[config.mk]
export PLATFORM = sky130hd
export DESIGN_NAME = data_memory_arbiter
export DESIGN_NICKNAME = d
export VERILOG_FILES = /design/src/rtl/data_memory_arbiter.sv
export SDC_FILE = /design/constraint.sdc
export NUM_CORES = 1
export LEC_CHECK = 0
export BUFFER_PORTS_ARGS = -buffer_cell sky130_fd_sc_hd__buf_2
export CORE_UTILIZATION = 25
export DETAILED_ROUTE_END_ITERATION = 8
export SLEW_MARGIN = 15
export SYNTH_ARGS = -nofsm -noshare
export SYNTH_HDL_FRONTEND = slang
export SYNTH_SLANG_ARGS = --single-unit
[constraint.sdc]
create_clock -name clk -period 3.7 [get_ports clk]
set_input_delay 0.555 -clock clk [delete_from_list [all_inputs] [get_ports clk]]
set_output_delay 0.555 -clock clk [all_outputs]
set_load 0.02 [all_outputs]
[src/rtl/data_memory_arbiter.sv]
`default_nettype none
// ============================================================================
//  Module   : data_memory_arbiter
//  Purpose  : Shares a single-port data memory between the core load/store
//             path (port 0) and a debug/loader master (port 1). Round-robin
//             arbitration with optional bounded burst locking; the granted
//             access completes in the same cycle, and read data is returned
//             registered one cycle later.
//  Ports    : clk, reset (async, active high)
//             Req/Write/Lock/Address/Write_Data _x_i  : requester x inputs
//             Grant_x_o       : access performed for port x this cycle
//             Read_Valid_x_o  : one-cycle pulse, read data for port x valid
//             Read_Data_x_o   : last read data for port x (held)
//             Core_Stall_o    : port 0 requesting but not granted
//             Mem_Write_o / Mem_Read_o / Mem_Address_o / Mem_Write_Data_o
//                             : memory drive for the granted port
//             Mem_Read_Data_i : combinational read data from memory
//  Revision : 1.0 - initial release
// ============================================================================
module data_memory_arbiter #(
  parameter int ADDR_WIDTH = 32,
  parameter int DATA_WIDTH = 32,
  parameter int MAX_BURST  = 4
) (
  input  logic                  clk,
  input  logic                  reset,
  // port 0 : core
  input  logic                  Req_0_i,
  input  logic                  Write_0_i,
  input  logic                  Lock_0_i,
  input  logic [ADDR_WIDTH-1:0] Address_0_i,
  input  logic [DATA_WIDTH-1:0] Write_Data_0_i,
  output logic                  Grant_0_o,
  output logic                  Read_Valid_0_o,
  output logic [DATA_WIDTH-1:0] Read_Data_0_o,
  // port 1 : debug / loader
  input  logic                  Req_1_i,
  input  logic                  Write_1_i,
  input  logic                  Lock_1_i,
  input  logic [ADDR_WIDTH-1:0] Address_1_i,
  input  logic [DATA_WIDTH-1:0] Write_Data_1_i,
  output logic                  Grant_1_o,
  output logic                  Read_Valid_1_o,
  output logic [DATA_WIDTH-1:0] Read_Data_1_o,
  // core control
  output logic                  Core_Stall_o,
  // memory side
  output logic                  Mem_Write_o,
  output logic                  Mem_Read_o,
  output logic [ADDR_WIDTH-1:0] Mem_Address_o,
  output logic [DATA_WIDTH-1:0] Mem_Write_Data_o,
  input  logic [DATA_WIDTH-1:0] Mem_Read_Data_i
);

  localparam logic [3:0] c_max_burst = 4'(MAX_BURST);

  // --------------------------------------------------------------------------
  // State
  // --------------------------------------------------------------------------
  logic                  last_grant_q, last_grant_d;
  logic                  owner_q,      owner_d;
  logic                  locked_q,     locked_d;
  logic [3:0]            burst_cnt_q,  burst_cnt_d;
  logic                  rd_pend_0_q,  rd_pend_0_d;
  logic                  rd_pend_1_q,  rd_pend_1_d;
  logic [DATA_WIDTH-1:0] rdata_0_q,    rdata_0_d;
  logic [DATA_WIDTH-1:0] rdata_1_q,    rdata_1_d;

  logic w_gnt_0;
  logic w_gnt_1;
  logic w_owner_req;
  logic w_gnt_lock;

  // --------------------------------------------------------------------------
  // Grant decision
  // --------------------------------------------------------------------------
  assign w_owner_req = owner_q ? Req_1_i : Req_0_i;

  always_comb begin
    w_gnt_0 = 1'b0;
    w_gnt_1 = 1'b0;
    // No access may reach memory while reset is held.
    if (!reset) begin
      if (locked_q && w_owner_req && (burst_cnt_q < c_max_burst)) begin
        w_gnt_0 = ~owner_q;
        w_gnt_1 = owner_q;
      end else if (Req_0_i && !Req_1_i) begin
        w_gnt_0 = 1'b1;
      end else if (Req_1_i && !Req_0_i) begin
        w_gnt_1 = 1'b1;
      end else if (Req_0_i && Req_1_i) begin
        // Tie (also reached once a burst is exhausted): the port that did
        // not win last time gets the slot.
        w_gnt_0 = last_grant_q;
        w_gnt_1 = ~last_grant_q;
      end
    end
  end

  // --------------------------------------------------------------------------
  // Memory drive
  // --------------------------------------------------------------------------
  always_comb begin
    Mem_Write_o      = 1'b0;
    Mem_Read_o       = 1'b0;
    Mem_Address_o    = '0;
    Mem_Write_Data_o = '0;
    if (w_gnt_0) begin
      Mem_Write_o      = Write_0_i;
      Mem_Read_o       = ~Write_0_i;
      Mem_Address_o    = Address_0_i;
      Mem_Write_Data_o = Write_Data_0_i;
    end else if (w_gnt_1) begin
      Mem_Write_o      = Write_1_i;
      Mem_Read_o       = ~Write_1_i;
      Mem_Address_o    = Address_1_i;
      Mem_Write_Data_o = Write_Data_1_i;
    end
  end

  // --------------------------------------------------------------------------
  // Next-state: round-robin pointer, lock tracking, read return
  // --------------------------------------------------------------------------
  assign w_gnt_lock = w_gnt_1 ? Lock_1_i : Lock_0_i;

  always_comb begin
    last_grant_d = last_grant_q;
    owner_d      = owner_q;
    locked_d     = locked_q;
    burst_cnt_d  = burst_cnt_q;

    if (w_gnt_0 || w_gnt_1) begin
      last_grant_d = w_gnt_1;
      if (w_gnt_lock) begin
        locked_d = 1'b1;
        owner_d  = w_gnt_1;
        if (locked_q && (owner_q == w_gnt_1)) begin
          // Saturate so an uncontested lock never wraps back into the
          // "below limit" range.
          burst_cnt_d = (burst_cnt_q >= c_max_burst) ? c_max_burst
                                                     : burst_cnt_q + 4'd1;
        end else begin
          burst_cnt_d = 4'd1;
        end
      end else begin
        locked_d    = 1'b0;
        burst_cnt_d = 4'd0;
      end
    end else if (locked_q) begin
      // No grant while locked means the owner dropped its request.
      locked_d    = 1'b0;
      burst_cnt_d = 4'd0;
    end

    rd_pend_0_d = w_gnt_0 & ~Write_0_i;
    rd_pend_1_d = w_gnt_1 & ~Write_1_i;
    rdata_0_d   = rd_pend_0_d ? Mem_Read_Data_i : rdata_0_q;
    rdata_1_d   = rd_pend_1_d ? Mem_Read_Data_i : rdata_1_q;
  end

  always_ff @(posedge clk or posedge reset) begin
    if (reset) begin
      last_grant_q <= 1'b1;
      owner_q      <= 1'b0;
      locked_q     <= 1'b0;
      burst_cnt_q  <= 4'd0;
      rd_pend_0_q  <= 1'b0;
      rd_pend_1_q  <= 1'b0;
      rdata_0_q    <= '0;
      rdata_1_q    <= '0;
    end else begin
      last_grant_q <= last_grant_d;
      owner_q      <= owner_d;
      locked_q     <= locked_d;
      burst_cnt_q  <= burst_cnt_d;
      rd_pend_0_q  <= rd_pend_0_d;
      rd_pend_1_q  <= rd_pend_1_d;
      rdata_0_q    <= rdata_0_d;
      rdata_1_q    <= rdata_1_d;
    end
  end

  // --------------------------------------------------------------------------
  // Outputs
  // --------------------------------------------------------------------------
  assign Grant_0_o      = w_gnt_0;
  assign Grant_1_o      = w_gnt_1;
  assign Read_Valid_0_o = rd_pend_0_q;
  assign Read_Valid_1_o = rd_pend_1_q;
  assign Read_Data_0_o  = rdata_0_q;
  assign Read_Data_1_o  = rdata_1_q;
  assign Core_Stall_o   = Req_0_i & ~w_gnt_0;

endmodule
`default_nettype wire

==> results.md, run 1 <==
- Slew @ Worst Pin: 0.937 ns
- CP delay by family, top: buffers and inverters
- Final hold violation count: 0
- Sequential area share after synthesis: 49.8%
- Hold crit path type: in -> reg
- Final net count: 733
- Setup TNS Final: 0 ns
- Post-Synthesis Mean Instance Area: 13.7 um2
- Reg power frac: 33.3%
- Post-synth EDFFs: 0
- 1st-pass router iterations: 4
- Final period util: 85.9%
- Hold path depth: 2
- Grt ovf: 0
- CTS Buffer Depth: 2
- Buffers plus inverters on the worst setup path: 2
- Yosys top cell by area: dfrtp_1
- # port buffers: 302
- M1 WL: 4870 um
- Top cell type's share of synthesized area: 49.1%
- Commonest non-fill, non-tap cell in the layout: buf_2
- Placed Area: 5330 um2
- Die area: 15,200 um2
- Die span in x: 123 um
- Post-DRT Antenna Nets: 0
- WHS: 0.444 ns
- Met2 wire length: 6420 um
- Critical Path AT: 2.62 ns
- Max Clock Freq: 315 MHz
- Internal: 0.00237 W
- GRT Util Overall: 16.7%
- CP Launch Type: flip-flop
- Core box area: 14,100 um2
- Wire per inst: 17.3 um
- Met3 wire len: 1180 um
- Final Util: 39.8%
- Final Critical Period: 3.18 ns
- Synth warn: 0
- Clock skew: 0.00471 ns
- Final GP Congestion: 0.835
- Yosys reg bits: 73
- Clock network power share: 22.3%
- Max Used Layer: met4
- Post-synth ARST share: 100%
- Max-Cap Viols: 0
- Routed vias: 3,525
- Post-DP HPWL: 10000 um
- Design area: 5620 um2
- Net Sw Power: 0.00148 W
- Req. time, crit path: 3.14 ns
- Unrepaired setup endpoints after global routing: no
- Row count: 43
- Initial DRC count: 107
- Syn nets: 436
- Post-synth cell types: 35
- Primary flip-flop cell chosen by synthesis mapping: dfrtp_1
- CTS tree: built
- Share of layout cells above drive strength 1: 70.1%
- H-Tree Depth: 3
- Clock buffer count from CTS: 9
- Worst-skew pair later-pin latency: 0.33 ns
- Vias in the first global route: 3,508
- # DRC: 0
- Area Overhead vs Synth: 53.1%
- Nature of the critical path endpoint: primary output
- Leak pwr: 3.01 nW
- Final Max Slew Viols: 0
- Syn Inst Count: 267
- Post-CTS Resized: 0
- CP Depth: 6
- Final number of setup-violating endpoints: 0
- Setup bufs post-CTS: 0
- Most area-consuming cells after synthesis: dfrtp_1, a22o_1, mux2_4, mux2_2, buf_6
- Post-Route WL: 13,000 um
- First-pass GRT wire length: 18,800 um
- Root Driver: clkbuf_16
- Critical path's slowest cell: buf_4
- Critical path type: reg -> out
- Comb power frac: 44.5%
- Chip height: 123 um
- Max FO, Critical Path: 69
- Hold Buf Count CTS: 0
- Peak VDD IR: 0.403 mV
- Status: completed
- Starting Density: 26.0%
- Cell Area, Synth: 3670 um2
- Vias per cell: 4.71
- ANT cells: 0
- Largest net degree at the start of global routing: 74
- Clk pin slew, worst setup/hold paths: 0.06 ns
- PwrDens: 686 nW/um2
- Worst R2R Path Depth: 6
- IO Pins: 303
- Worst path cell trace: nor2_1, and4_4, o21a_2, buf_4, a22o_1, buf_2
- CP peak stage delay: 0.54 ns
- Commonest non-fill, non-tap cells in the layout: buf_2, dfrtp_1, a22o_1, mux2_2, mux2_4
- Antenna violations before repair: 0
- Sw Share: 38.4%
- Relative slew slack: 37.6%
- CTS sink cnt: 73
==> kinds of logic after synthesis <==
family / share of synthesized area, %
mux: 23.4
compound gates: 18.1
flops: 49.8
buf+inv: 4.71
fa+ha+maj: 0.341
simple gates: 3.68
==> cells in the mapped netlist, drive strengths merged (2+ instances only) <==
cell and instances:
nor2 7, mux2 65, o21ai 2, a21oi 2, dfrtp 72, inv 5
buf 13, mux2i 2, a22o 65, clkbuf 9, a22oi 3, nor2b 3
nand2 5
==> flip-flops by register name, summed over array words and instances (netlist names) <==
name            count
Read_Data_0_o      32
Read_Data_1_o      32
Read_Valid_0_o      1
Read_Valid_1_o      1
locked_q            1
burst_cnt_q         4
last_grant_q        1
owner_q             1
==> worst paths after layout <==
check | from | to | slack (ns)
hold / removal | Lock_0_i | owner_q$_DFFE_PP0P_ | 0.44
setup reg to reg | burst_cnt_q[3]$_DFFE_PP0P_ | Read_Data_0_o[30]$_DFFE_PP0P_ | 1.35
min in group asynchronous | reset | owner_q$_DFFE_PP0P_ | 0.55
hold reg to reg | last_grant_q$_DFFE_PP1P_ | last_grant_q$_DFFE_PP1P_ | 0.50
setup / recovery | burst_cnt_q[3]$_DFFE_PP0P_ | Mem_Write_Data_o[19] | 0.52
max in group asynchronous | reset | Read_Data_0_o[25]$_DFFE_PP0P_ | 2.51
==> cell type report <==
type | instances | area (um2)
inverter | 5 | 22.5
sequential | 73 | 1830
multi-input combinational | 167 | 1670
tap | 180 | 225
clock inverter | 5 | 56.3
fill | 1377 | 8480
clock buffer | 10 | 229
timing repair buffer | 308 | 1580
==> per-layer routing <==
metal	up-vias	GRT usage (%)
met2	190	28.7
met1	1701	18.2
met5	-	0
li1	1607	-
met3	27	5.95
met4	0	8.36
==> metrics by stage <==
stage	std cells	power [W]	worst slack, ns
5_1_grt	748	0.00408	0.410
6_report	748	0.00385	0.520
4_1_cts	748	0.00391	0.547
2_1_floorplan	267	0.00239	0.407
3_5_place_dp	733	0.00302	0.801
3_3_place_gp	733	0.00299	0.816
==> power by group through the flow <==
stage | sequential [W] | clock, W | combinational, W
floorplan | 0.00164 | 0 | 0.000742
global placement | 0.00128 | 0 | 0.00171
detailed placement | 0.00129 | 0 | 0.00173
CTS | 0.00129 | 0.000893 | 0.00173
global route | 0.00133 | 0.000921 | 0.00183
finish | 0.00128 | 0.000858 | 0.00171
==> worst reg2reg max path: stages (launching register included) <==
cell and delay, ns:
dfrtp_1 0.42, nor2_1 0.26, and4_4 0.32, o21a_2 0.17
nor2b_4 0.38, buf_12 0.28, mux2_2 0.40
No activity file was read; power rests on OpenSTA's default activity.
==> inputs of run 2 (changes only) <==
--- a/config.mk
+++ b/config.mk
@@ -6,8 +6,9 @@
 export NUM_CORES = 1
 export LEC_CHECK = 0
 export BUFFER_PORTS_ARGS = -buffer_cell sky130_fd_sc_hd__buf_2
-export CORE_UTILIZATION = 25
+export CORE_AREA = 2 2 119 121
 export DETAILED_ROUTE_END_ITERATION = 8
+export DIE_AREA = 0 0 121 123
 export SLEW_MARGIN = 15
 export SYNTH_ARGS = -nofsm -noshare
 export SYNTH_HDL_FRONTEND = slang
==> run 2 against run 1 <==
Compared with the run above: core utilization is 1.3 points higher; largest power group unchanged; combinational power hardly changed; power is 1.7% lower; largest cell class unchanged; global-route usage is 1.2 points lower; sequential share of layout area is 0.080 points higher; sequential power hardly changed; sequential cell count stayed put; non-clock buffer count stayed put; register-to-register slack worse by 0.19 ns; count of clock-buffer cells in the layout is 6 higher; first-iteration DRC count is 1.9% higher; cell count is 0.27% higher.
==> results.md, run 2 (synthesis results as in run 1) <==
- Chip height: 123 um
- WHS: 0.468 ns
- Final Max Slew Viols: 0
- Buffers plus inverters on the worst setup path: 2
- Largest net degree at the start of global routing: 74
- Post-Route WL: 12,400 um
- Commonest non-fill, non-tap cell in the layout: buf_2
- Die span in x: 121 um
- CTS tree: built
- Die area: 14,900 um2
- Worst-skew pair later-pin latency: 0.32 ns
- Commonest non-fill, non-tap cells in the layout: buf_2, dfrtp_1, a22o_1, mux2_2, mux2_4
- # port buffers: 302
- Final Util: 41.2%
- Hold crit path type: in -> reg
- Vias per cell: 4.68
- Final number of setup-violating endpoints: 0
- # DRC: 0
- Nature of the critical path endpoint: primary output
- Leak pwr: 3.00 nW
- Comb power frac: 44.8%
- Clock skew: 0.00612 ns
- Routed vias: 3,507
- Antenna violations before repair: 2
- Root Driver: clkbuf_16
- Relative slew slack: 40.0%
- Slew @ Worst Pin: 0.900 ns
- Share of layout cells above drive strength 1: 69.6%
- CTS Buffer Depth: 2
- Initial DRC count: 109
- Clock network power share: 21.3%
- Final GP Congestion: 0.819
- Critical Path AT: 2.36 ns
- PwrDens: 676 nW/um2
- IO Pins: 303
- H-Tree Depth: 3
- Final period util: 78.9%
- Post-CTS Resized: 0
- Status: completed
- Unrepaired setup endpoints after global routing: no
- Clk pin slew, worst setup/hold paths: 0.05 ns
- CTS sink cnt: 73
- Grt ovf: 0
- Peak VDD IR: 0.493 mV
- Multi-input gate area: 1670 um2
- Net Sw Power: 0.00142 W
- First-pass GRT wire length: 18,000 um
- CP delay by family, top: compound AO/OA/AOI/OAI gates
- Max FO, Critical Path: 45
- Internal: 0.00236 W
- Post-DP HPWL: 9880 um
- Core box area: 13,600 um2
- Final hold violation count: 0
- Post-DRT Antenna Nets: 0
- 1st-pass router iterations: 4
- Reg power frac: 33.9%
- Clock buffer count from CTS: 9
- Max Clock Freq: 343 MHz
- Starting Density: 27.0%
- Final Critical Period: 2.92 ns
- Critical path's slowest cell: dfrtp_1
- Setup TNS Final: 0 ns
- Hold Buf Count CTS: 0
- Max-Cap Viols: 0
- Area Overhead vs Synth: 52.7%
- Vias in the first global route: 3,491
- GRT Util Overall: 15.5%
- Register area: 1830 um2
- Final net count: 733
- Fill cell count: 1,343
- Row count: 43
- Critical path type: reg -> out
- CP peak stage delay: 0.46 ns
- Sw Share: 37.6%
- CP Launch Type: flip-flop
- Setup bufs post-CTS: 0
- Wire per inst: 16.6 um
- Req. time, crit path: 3.14 ns
- Worst path cell trace: mux2_2, a22oi_2, nor2_4, buf_4, a22o_1, buf_2
run 2: metal layers:
| layer | vias to the layer above | global-route usage, % | wire length (um) | share of wire [%] |
|---|---|---|---|---|
| met5 | - | 0 | 13 | 0.10 |
| met4 | 2 | 4.51 | 162 | 1.3 |
| met3 | 14 | 5.81 | 1370 | 11 |
| met2 | 189 | 26.6 | 6140 | 49 |
| met1 | 1691 | 18.0 | 4760 | 38 |
| li1 | 1611 | - | - | - |
run 2: per-stage QoR:
stage          area, um2  cells  total power, W  setup WS [ns]
6_report            5600    750         0.00379          0.782
5_1_grt             5600    750         0.00400          0.638
4_1_cts             5600    749         0.00384          0.752
3_5_place_dp        5320    733         0.00300          0.899
3_3_place_gp        5320    733         0.00297           1.01
2_1_floorplan       3670    267         0.00239          0.407
run 2: final timing paths:
path | slack, ns | end | start | cells past startpoint
hold / removal | 0.47 | owner_q$_DFFE_PP0P_ | Lock_0_i | 2
setup reg to reg | 1.16 | Read_Data_0_o[29]$_DFFE_PP0P_ | burst_cnt_q[3]$_DFFE_PP0P_ | 6
setup / recovery | 0.78 | Mem_Address_o[18] | owner_q$_DFFE_PP0P_ | 6
hold reg to reg | 0.48 | last_grant_q$_DFFE_PP1P_ | last_grant_q$_DFFE_PP1P_ | 2
max in group asynchronous | 2.54 | Read_Data_1_o[19]$_DFFE_PP0P_ | reset | 3
min in group asynchronous | 0.57 | Read_Data_1_o[17]$_DFFE_PP0P_ | reset | 3
run 2: power by group through the flow:
stage	clock network (W)	registers, W	logic, W
floorplan	0	0.00164	0.000742
CTS	0.000832	0.00129	0.00172
detailed placement	0	0.00128	0.00172
finish	0.000806	0.00128	0.00170
global placement	0	0.00127	0.00170
global route	0.000868	0.00132	0.00181
run 2: worst reg2reg max path, cell delays in order, from the launching register on:
cell	delay, ns
dfrtp_1	0.42
nor2_1	0.26
and4_4	0.32
o21a_2	0.23
nor2b_4	0.30
buf_4	0.49
mux2_2	0.41
run 2: layout make-up:
cell class	count	area share [%]
Clock buffer	16	5.02
Inverter	5	0.402
Tap cell	180	4.02
Multi-Input combinational cell	167	29.9
Sequential cell	73	32.6
Antenna cell	1	0.0447
Timing Repair Buffer	308	28.0
